[config.mk]
export PLATFORM = sky130hd
export DESIGN_NAME = stage_sequencer_flat
export DESIGN_NICKNAME = d
export VERILOG_FILES = /design/src/rtl/stage_sequencer_if.sv /design/src/rtl/stage_sequencer.sv /design/src/flat_wrapper.sv
export SDC_FILE = /design/constraint.sdc
export NUM_CORES = 1
export LEC_CHECK = 0
export ABC_AREA = 1
export ABC_CLOCK_PERIOD_IN_PS = 2300
export CAP_MARGIN = 5
export CORE_ASPECT_RATIO = 1.25
export CORE_UTILIZATION = 35
export DETAILED_ROUTE_END_ITERATION = 6
export HOLD_SLACK_MARGIN = 0.06
export PLACE_DENSITY_LB_ADDON = 0.12
export SYNTH_ARGS = -nofsm -noshare
export SYNTH_HDL_FRONTEND = slang
export SYNTH_SLANG_ARGS = --single-unit
[constraint.sdc]
create_clock -name clk -period 2.3 [get_ports clk]
set_input_delay 0.46 -clock clk [delete_from_list [all_inputs] [get_ports clk]]
set_output_delay 0.46 -clock clk [all_outputs]
set_load 0.03 [all_outputs]
[src/rtl/stage_sequencer_if.sv]
// Interface between the LEGv8 stage sequencer and the datapath it controls.
// master = sequencer side, slave = datapath side.
interface stage_sequencer_if #(
   parameter int CNT_W = 32
);
   logic             run;
   logic             halt_req;
   logic             mem_read;
   logic             mem_write;
   logic             reg_write;
   logic             uncondbranch;
   logic             branch;
   logic             zero;
   logic             mem_ready;

   logic             fetch_en;
   logic             decode_en;
   logic             exec_en;
   logic             mem_en;
   logic             wb_en;
   logic             pc_en;
   logic             pc_src;
   logic [2:0]       state;
   logic             busy;
   logic [1:0]       fault;
   logic [CNT_W-1:0] retired_count;

   modport master (
      input  run, halt_req, mem_read, mem_write, reg_write,
             uncondbranch, branch, zero, mem_ready,
      output fetch_en, decode_en, exec_en, mem_en, wb_en, pc_en, pc_src,
             state, busy, fault, retired_count
   );

   modport slave (
      output run, halt_req, mem_read, mem_write, reg_write,
             uncondbranch, branch, zero, mem_ready,
      input  fetch_en, decode_en, exec_en, mem_en, wb_en, pc_en, pc_src,
             state, busy, fault, retired_count
   );
endinterface

[src/rtl/stage_sequencer.sv]
// Multi-cycle FETCH/DECODE/EXECUTE/MEMORY/WRITEBACK phase controller with one-hot stage enables.
// Optional single-step launch control is enabled by defining SEQ_SINGLE_STEP_EN.
module stage_sequencer #(
   parameter int STALL_LIMIT = 15,
   parameter int CNT_W       = 32
) (
   input logic               clk,
   input logic               reset,
`ifdef SEQ_SINGLE_STEP_EN
   input logic               step,
`endif
   stage_sequencer_if.master bus
);

   typedef enum logic [2:0] {
      IDLE      = 3'd0,
      FETCH     = 3'd1,
      DECODE    = 3'd2,
      EXECUTE   = 3'd3,
      MEMORY    = 3'd4,
      WRITEBACK = 3'd5,
      HALTED    = 3'd6
   } state_t;

   localparam logic [1:0] FAULT_NONE    = 2'b00;
   localparam logic [1:0] FAULT_TIMEOUT = 2'b01;
   localparam logic [1:0] FAULT_ILLEGAL = 2'b10;
   localparam logic [7:0] WAIT_LAST     = 8'(STALL_LIMIT - 1);

   state_t           state_q, state_d;
   logic [1:0]       fault_q, fault_d;
   logic [CNT_W-1:0] cnt_q;
   logic [7:0]       wait_q;
   logic             halt_q;
   logic             mem_read_q, mem_write_q, reg_write_q, br_q;
   logic             launch;

`ifdef SEQ_SINGLE_STEP_EN
   assign launch = bus.run & step;
`else
   assign launch = bus.run;
`endif

   // NOTE: every variable written here gets a default first, so no path can leave it unassigned and infer a latch.
   always_comb begin
      state_d = state_q;
      fault_d = fault_q;
      case (state_q)
         IDLE:    if (launch) state_d = FETCH;
         FETCH:   state_d = DECODE;
         DECODE:  state_d = EXECUTE;
         EXECUTE: begin
            if (bus.mem_read && bus.mem_write) begin
               state_d = HALTED;
               fault_d = FAULT_ILLEGAL;
            end else if (bus.mem_read || bus.mem_write) begin
               state_d = MEMORY;
            end else begin
               state_d = WRITEBACK;
            end
         end
         MEMORY: begin
            // Completion wins over a timeout that would expire on the same cycle.
            if (bus.mem_ready) begin
               state_d = WRITEBACK;
            end else if (wait_q == WAIT_LAST) begin
               state_d = HALTED;
               fault_d = FAULT_TIMEOUT;
            end
         end
         WRITEBACK: begin
`ifdef SEQ_SINGLE_STEP_EN
            state_d = IDLE;
`else
            // halt_req is also looked at directly so a request in this very cycle still stops here.
            if (halt_q || bus.halt_req || !bus.run) state_d = IDLE;
            else                                    state_d = FETCH;
`endif
         end
         HALTED:  state_d = HALTED;
         default: state_d = IDLE;
      endcase
   end

   // NOTE: state registers use non-blocking assignments so every flop samples pre-edge values.
   always_ff @(posedge clk) begin
      if (reset) begin
         state_q     <= IDLE;
         fault_q     <= FAULT_NONE;
         cnt_q       <= '0;
         wait_q      <= '0;
         halt_q      <= 1'b0;
         mem_read_q  <= 1'b0;
         mem_write_q <= 1'b0;
         reg_write_q <= 1'b0;
         br_q        <= 1'b0;
      end else begin
         state_q <= state_d;
         fault_q <= fault_d;

         if (state_q == EXECUTE) begin
            mem_read_q  <= bus.mem_read;
            mem_write_q <= bus.mem_write;
            reg_write_q <= bus.reg_write;
            br_q        <= bus.uncondbranch | (bus.branch & bus.zero);
            wait_q      <= '0;
         end else if (state_q == MEMORY && !bus.mem_ready) begin
            wait_q <= wait_q + 8'd1;
         end

         if (state_q == WRITEBACK && cnt_q != '1) cnt_q <= cnt_q + CNT_W'(1);

         if (state_d == IDLE)                        halt_q <= 1'b0;
         else if (state_q != IDLE && bus.halt_req)   halt_q <= 1'b1;
      end
   end

   // Every output below is a function of registered state only.
   assign bus.fetch_en      = (state_q == FETCH);
   assign bus.decode_en     = (state_q == DECODE);
   assign bus.exec_en       = (state_q == EXECUTE);
   assign bus.mem_en        = (state_q == MEMORY) && (mem_read_q || mem_write_q);
   assign bus.pc_en         = (state_q == WRITEBACK);
   assign bus.pc_src        = (state_q == WRITEBACK) && br_q;
   assign bus.wb_en         = (state_q == WRITEBACK) && reg_write_q && !mem_write_q;
   assign bus.state         = state_q;
   assign bus.busy          = (state_q != IDLE) && (state_q != HALTED);
   assign bus.fault         = fault_q;
   assign bus.retired_count = cnt_q;

endmodule

[src/flat_wrapper.sv]
// flat-port wrapper written by rule: the top's interface ports become plain ports
module stage_sequencer_flat 
#(
   parameter int STALL_LIMIT = 15,
   parameter int CNT_W       = 32
)
  (clk, reset, bus_run, bus_halt_req, bus_mem_read, bus_mem_write, bus_reg_write, bus_uncondbranch, bus_branch, bus_zero, bus_mem_ready, bus_fetch_en, bus_decode_en, bus_exec_en, bus_mem_en, bus_wb_en, bus_pc_en, bus_pc_src, bus_state, bus_busy, bus_fault, bus_retired_count);
  stage_sequencer_if #(.CNT_W(CNT_W)) bus_i ();
  input logic clk;
  input logic reset;
  input wire logic [$bits(bus_i.run)-1:0] bus_run;
  input wire logic [$bits(bus_i.halt_req)-1:0] bus_halt_req;
  input wire logic [$bits(bus_i.mem_read)-1:0] bus_mem_read;
  input wire logic [$bits(bus_i.mem_write)-1:0] bus_mem_write;
  input wire logic [$bits(bus_i.reg_write)-1:0] bus_reg_write;
  input wire logic [$bits(bus_i.uncondbranch)-1:0] bus_uncondbranch;
  input wire logic [$bits(bus_i.branch)-1:0] bus_branch;
  input wire logic [$bits(bus_i.zero)-1:0] bus_zero;
  input wire logic [$bits(bus_i.mem_ready)-1:0] bus_mem_ready;
  output wire logic [$bits(bus_i.fetch_en)-1:0] bus_fetch_en;
  output wire logic [$bits(bus_i.decode_en)-1:0] bus_decode_en;
  output wire logic [$bits(bus_i.exec_en)-1:0] bus_exec_en;
  output wire logic [$bits(bus_i.mem_en)-1:0] bus_mem_en;
  output wire logic [$bits(bus_i.wb_en)-1:0] bus_wb_en;
  output wire logic [$bits(bus_i.pc_en)-1:0] bus_pc_en;
  output wire logic [$bits(bus_i.pc_src)-1:0] bus_pc_src;
  output wire logic [$bits(bus_i.state)-1:0] bus_state;
  output wire logic [$bits(bus_i.busy)-1:0] bus_busy;
  output wire logic [$bits(bus_i.fault)-1:0] bus_fault;
  output wire logic [$bits(bus_i.retired_count)-1:0] bus_retired_count;
  assign bus_i.run = bus_run;
  assign bus_i.halt_req = bus_halt_req;
  assign bus_i.mem_read = bus_mem_read;
  assign bus_i.mem_write = bus_mem_write;
  assign bus_i.reg_write = bus_reg_write;
  assign bus_i.uncondbranch = bus_uncondbranch;
  assign bus_i.branch = bus_branch;
  assign bus_i.zero = bus_zero;
  assign bus_i.mem_ready = bus_mem_ready;
  assign bus_fetch_en = bus_i.fetch_en;
  assign bus_decode_en = bus_i.decode_en;
  assign bus_exec_en = bus_i.exec_en;
  assign bus_mem_en = bus_i.mem_en;
  assign bus_wb_en = bus_i.wb_en;
  assign bus_pc_en = bus_i.pc_en;
  assign bus_pc_src = bus_i.pc_src;
  assign bus_state = bus_i.state;
  assign bus_busy = bus_i.busy;
  assign bus_fault = bus_i.fault;
  assign bus_retired_count = bus_i.retired_count;
  stage_sequencer #(.STALL_LIMIT(STALL_LIMIT), .CNT_W(CNT_W)) u_core (.clk(clk), .reset(reset), .bus(bus_i));
endmodule
Word-level counts from Yosys, hierarchy flattened --
Cells that the tools add are included.
Word-level totals: bits in registers 50, word-level logic and storage cells 59, output and inout port bits 45, latch bits 0, memory bits (read-only) 0, bits in writable memories 0, memories kept 0
Operators by class: $add $sub $neg 2, reduce and logical (&&, ||, !) cells 23, divide/modulo/power cells 0, mux-type cells 11, equal/unequal tests 12, order comparisons 0, shifts and indexed selects 0, multipliers 0, bitwise gates (word level) 2
Operator list (number):
- $add A32 B1 Y32 const B | 1
- $ne A32 B32 Y1 const B | 1
- $pmux W3 S7 | 1
- $mux W3 | 4
- $eq A3 B3 Y1 const B | 3
- $logic_and A1 B1 Y1 | 9
- $add A8 B1 Y8 const B | 1
- $eq A8 B4 Y1 const B | 1
- $eq A3 B2 Y1 const B | 2
- $logic_not A3 Y1 | 2
- $mux W2 | 3
- $logic_or A1 B1 Y1 | 4
- $ne A2 B1 Y1 const B | 2
- $pmux W2 S2 | 1
- $reduce_and A4 Y1 | 1
- $reduce_or A2 Y1 | 2
- $eq A3 B1 Y1 const B | 1
- $logic_not A1 Y1 | 3
- $ne A3 B3 Y1 const B | 1
- $reduce_bool A3 Y1 | 1
- $mux W1 | 2
- $ne A2 B2 Y1 const B | 1
- $reduce_bool A2 Y1 | 1
- $and A1 B1 Y1 | 1
- $or A1 B1 Y1 | 1

Logic depth before layout (Yosys ltp) --
Gate-level depths: netlist of run 1.
depth after elaboration 6, mapped depth 12, mapped depth without buffers 10

Worst setup path before layout of run 1 --
No wires, ideal clock.
path type register -> output, from reg u_core.state_q[2] (netlist: u_core.bus.state[2]), to out bus_busy, setup slack 0.256 ns, buffers on the path 1, required time 1.840 ns, arrival time 1.584 ns, stages on the path, launching flop included 5, cells stage by stage dfxtp_1 buf_2 inv_1 nand2_1 a21boi_0
Between the ends: word-level cells in the longest chain between the ends 2
RTL lines:
- start: declaration | line stage_sequencer.sv:30 | state_t state_q, state_d;
- start signal: assignment | line stage_sequencer.sv:98 | state_q <= state_d;
- $ne A3 B3 Y1 / $reduce_bool A3 Y1 (equally long branches) | line stage_sequencer.sv:127 | assign bus.busy = (state_q != IDLE) && (state_q != HALTED);
- $logic_and A1 B1 Y1 (*) | line stage_sequencer.sv:127
- end: declaration | line flat_wrapper.sv:28 | output wire logic [$bits(bus_i.busy)-1:0] bus_busy;
Mark *: on every way between the ends. The rest lies on a longest branch, timed or not.

Worst setup path in the final report of run 1 --
Same ends and word-level chain as after synthesis.

==> results.toml, run 1 <==
[yosys]
synth_most_common_cell = "nand2_1"
syn-cell-area_um2 = 3120
synth_area_leaders = "dfxtp_1 (32%), nand2_1 (20%), nor2_1 (7.4%), a21oi_2 (5.6%), inv_1 (5.4%)"
synth_cells = 474
synth_flop_cell = "dfxtp_1"
synth_edf_count = 0
seq_area_frac_synth = 0.320
yosys_register_bits = 50
synth.largest_area_cell = "dfxtp_1"
synthTopCellsByCount = "nand2_1 (164), nor2_1 (62), dfxtp_1 (50)"
syn_area_per_cell_um2 = 6.59
async_reset_ff_frac = 0
synth.distinct_cells = 32
syn_nets = 488
synth_top_area_frac = 0.320
yosys_warnings = 0

[cells_and_area]
n_antenna_cell = 0
area_growth_pct = 24.4
final_nets = 547
nFillCells = 952
final-seq-area_um2 = 1000
drive_above_1_share = 0.125
multi_input_area_um2 = 1830

[clock_tree]
cts_tree = "yes"
post_cts.repair.setup_buffers = 0
htree_levels = 2
cts_sinks = 50
cts_buffers = 5
clock_path_buffers = 2
insertion_delay_ps = 310
clockRootBuffer = "clkbuf_8"
path_clk_slew_ps = 100

[detailed_routing]
wl_per_cell_um = 12.3
drc = 0
drt-total-wl_mm = 8.02
via_per_inst = 4.62
num_vias = 3022
ant_nets = 0
initialDrtViolationCount = 115
firstDrtPassIters = 4

[sta]
hold_slack_ps = 466
skew_ps = 9.16
fin_crit_ps = 2100
worst_pin_slew_ps = 556
report.final.slew_viol_count = 0
setup_viol = 0
tns_ps = 0
finalHoldViolations = 0
min_period_over_period = 0.913
max_freq_mhz = 476
slew_headroom = 0.629
rsz0062_at_grt = "no"

[setup_path]
worst_path_max_delay_cell = "dfxtp_1"
cpPeakStageDelay_ps = 500
crit_path_cell_trace = "inv_1 > nand2_1 > a21boi_0 > dlygate4sd2_1"
worstPathRequired_ps = 1840
path_max_fanout = 9
critPathCaptureType = "output pin"
cpLargestDelayFamily = "buffers and inverters"
setup.worst_path.class = "reg2out"
worstSetupStartpointType = "flip-flop"
cp.arrival_ps = 1640
worst-path-buf-inv = 2

[floorplanning]
core_um2 = 8650
rows = 38
io_pins = 56
die_w_um = 86.5
die_height_um = 108
die_area_um2 = 9310
start_util = 0.361

[grt]
grt.overflow.total = 0
grt_pass1_vias = 2823
grt_pass1_wl_mm = 13.0
grt_max_degree = 30
grt_usage = 0.179
antenna_found_initial = 0

[flow_run]
max_cap_violations = 0

[power]
switchingPower_mw = 0.453
power_frac_seq = 0.514
power_frac_comb = 0.110
clkPwrFrac = 0.376
power.internal_mw = 1.28
p_leak_nw = 1.44
peakVddDrop_mv = 0.231
swShare = 0.262
power_density_nw_per_um2 = 445

[placed_design]
place_hpwl_mm = 6.09
port-buffer-count = 55
place.gp.congestion = 0.877

[status]
status = "finished clean"

[min_path]
hold_class = "reg2reg"
[power by group through the flow]
| stage | Combinational, mW | Sequential [mW] | Clock [mW] |
|---|---|---|---|
| floorplan | 0.110 | 0.921 | 0 |
| global placement | 0.196 | 0.909 | 0 |
| detailed placement | 0.197 | 0.910 | 0 |
| CTS | 0.194 | 0.890 | 0.671 |
| global route | 0.207 | 0.892 | 0.702 |
| finish | 0.191 | 0.890 | 0.651 |
[area by class of cell]
cell class              instances  area share
inverters                      47      0.0457
repair buffers                 63       0.157
flip-flops and latches         50       0.257
clock buffers                   5      0.0177
multi-input cells             366       0.472
clock inverters                 3      0.0113
well taps                     120      0.0386
[per-stage QoR]
step | power, mW | setup slack (ps) | utilization | cells | area (um2)
finish | 1.73 | 200 | 0.449 | 654 | 3890
global route | 1.80 | 101 | 0.449 | 654 | 3890
CTS | 1.75 | 17.5 | 0.448 | 654 | 3880
detailed placement | 1.11 | 297 | 0.436 | 646 | 3770
global placement | 1.11 | 290 | 0.436 | 646 | 3770
floorplan | 1.03 | 256 | - | 474 | 3120
[logic make-up (layout without fill, tap and decap cells)]
family	Yosys count	after routing	synth area share
XOR/XNOR	16	16	0.0449
adder cells (fa/ha/maj)	3	3	0.0120
AO/OA/AOI/OAI	54	54	0.114
buffers and inverters	58	118	0.0925
flip-flops	50	50	0.320
AND/OR/NAND/NOR	293	293	0.416
[placed cells by master (no fill, tap or decap), types with 5 or more instances in the layout]
cell / count
a21oi_1: 20
a21oi_2: 20
buf_4: 8
clkbuf_8: 5
clkdlybuf4s50_1: 47
dfxtp_1: 50
dlygate4sd2_1: 5
inv_1: 45
nand2_1: 164
nand2_2: 11
nand3_1: 19
nand4_1: 7
nor2_1: 62
nor2_2: 7
nor3_1: 9
o21ai_0: 10
xnor2_1: 5
xor2_1: 11
[state kept, by name (all words and copies together) (netlist names)]
register,flops
u_core.bus.retired_count,32
u_core.bus.state,3
u_core.br_q,1
u_core.halt_q,1
u_core.mem_read_q,1
u_core.mem_write_q,1
u_core.wait_q,8
u_core.reg_write_q,1
u_core.bus.fault,2
[layer usage]
layer | vias up | routed length (um) | global-route usage
met4 | 0 | 205 | 0.0714
met2 | 64 | 3970 | 0.332
li1 | 1604 | - | -
met1 | 1342 | 3580 | 0.203
met5 | - | 0 | 0
met3 | 12 | 265 | 0.0253
[worst reg2reg max path: stages (launching register included)]
cell,delay (ps)
dfxtp_1,500
nand3_1,220
inv_1,150
buf_4,160
nand2_4,130
inv_2,450
nand2_1,150
a21oi_2,130
[worst paths after layout]
path,to,start,slack [ps],cells after the start
min reg2reg,u_core.mem_read_q$_SDFFE_PP0P_,u_core.mem_read_q$_SDFFE_PP0P_,470,2
max,bus_busy,u_core.bus.state[2]$_SDFF_PP0_,200,4
min,u_core.mem_read_q$_SDFFE_PP0P_,u_core.mem_read_q$_SDFFE_PP0P_,470,2
max reg2reg,u_core.bus.retired_count[21]$_SDFFE_PP0P_,u_core.bus.state[2]$_SDFF_PP0_,340,7
[repair_timing]
action | in CTS | in global routing
resized for setup | 5 | 3
endpoints found under the hold margin | 0 | 0
endpoints found under the setup margin | 5 | 3
hold buffers | 0 | 0
pin swaps | 0 | 0
Power figures use the tool's default switching activity.
==> run 2: changes to the inputs <==
HOLD_SLACK_MARGIN = 0.02   (was 0.06)
==> results of run 2 <==
The final DEF is identical to that of run 1; final timing and power are the same.
==> run 3: changes to the inputs <==
HOLD_SLACK_MARGIN = 0.15   (was 0.02)
==> results of run 3 <==
The final DEF is identical to that of run 1; final timing and power are the same.
==> RTL edit: new RTL, settings of run 3 <==
`CNT_W` is set to 32 in 3 places; all go to 16.
--- a/src/rtl/stage_sequencer_if.sv
+++ b/src/rtl/stage_sequencer_if.sv
@@ -3,3 +3,3 @@
 interface stage_sequencer_if #(
-   parameter int CNT_W = 32
+   parameter int CNT_W = 16
 );
--- a/src/rtl/stage_sequencer.sv
+++ b/src/rtl/stage_sequencer.sv
@@ -4,3 +4,3 @@
    parameter int STALL_LIMIT = 15,
-   parameter int CNT_W       = 32
+   parameter int CNT_W       = 16
 ) (
--- a/src/flat_wrapper.sv
+++ b/src/flat_wrapper.sv
@@ -4,3 +4,3 @@
    parameter int STALL_LIMIT = 15,
-   parameter int CNT_W       = 32
+   parameter int CNT_W       = 16
 )
Ports: changed (resized bus_retired_count); port bits go from 56 to 40. The function was not compared with the original's and may differ.
==> RTL edit against run 3 <==
  * Synthesized cell count shrank 41%
  * Count of clock-buffer cells in the layout is the same
  * Sequential cell count shrank 16
  * Setup slack lost 0.12 ns
  * Combinational power shrank 25%
  * Wire length shrank 45%
  * Area after synthesis shrank 40%
  * Utilization grew 2.0 points
  * Fmax shrank 5.4%
  * Final area shrank 38%
  * Total power shrank 33%
==> RTL edit: results (changes against run 3) <==
vias in the first global route=1674 (-41%); Post-Syn Nets=292 (-40%); filler instances=537 (-44%); pre-CTS WS=0.346 ns (+0.0485 ns); share of layout cells above drive strength 1=11.3% (-1.3 points); GPL Wtd Cong=0.780 (-11%); Starting DRT DRC Count=55 (-52%); clock latency on the worst-skew pair=0.28 ns (-0.03 ns); outcome=finished clean; CP Data Arrival Time=1.76 ns (+0.12 ns); post-DR wirelength/cell=11.5 um (-6.5%); global-route met1 utilization=18.2% (-2.1 points); CP Max Fanout=6 (-3); WL final=4380 um (-45%); comb_multi_in=206 (-44%); Area Overhead vs Synth=27.9%; post-synthesis adder-cell area fraction=2.00% (+0.80 points); Seq area share=28.3% (+2.6 points); Static Leak=0.000902 uW (-38%); VDD IR max=0.278 mV (+21%); multi-input combinational area share=43.0% (-4.1 points); Unique masters post-synth=29 (-9.4%); buffer share of cell area=17.1% (+1.4 points); comb pwr=143 uW (-25%); sequential cells=34 (-32%); Avg Cell Area, Syn=6.75 sq um (+2.4%); nets=334 (-39%); slew at the pin with the worst max-slew slack=0.507 ns (-0.0491 ns); largest net degree at the start of global routing=18 (-40%); Multi-input gate area=1030 sq um (-44%); inverter count=32 (-32%); Worst-path clk slew=0.07 ns (-0.03 ns); Total GRT Usage=16.4% (-1.5 points); port bufs=39 (-29%); clock-cell share of area=3.28% (+0.39 points); Final Skew=0.00427 ns (-0.00489 ns)
-- RTL edit: timing repair --
| action | in CTS | in global routing |
|---|---|---|
| gates resized for setup | 0 | 2 |
| setup endpoints to repair | 0 | 2 |
| buffers inserted | 0 | 0 |
-- RTL edit: worst max-delay path, stage by stage (launching register included) --
cell             delay, ns
dfxtp_1               0.37
nor2_2                0.20
nand2_1               0.10
a21oi_1               0.14
clkdlybuf4s50_1       0.68
-- RTL edit: final timing paths --
kind,slack [ns],depth (start not counted),startpoint,to
min,0.48,2,u_core.wait_q[5],u_core.wait_q[5]
max reg2reg,0.48,7,u_core.bus.retired_count[0],u_core.bus.retired_count[14]
min reg2reg,0.48,2,u_core.wait_q[5],u_core.wait_q[5]
max,0.08,4,u_core.bus.state[0],bus_mem_en
-- RTL edit: layer usage --
layer	vias to the layer above	wire length, um
met1	795	1930
met2	35	2200
met5	-	0
met3	5	179
li1	975	-
met4	0	65
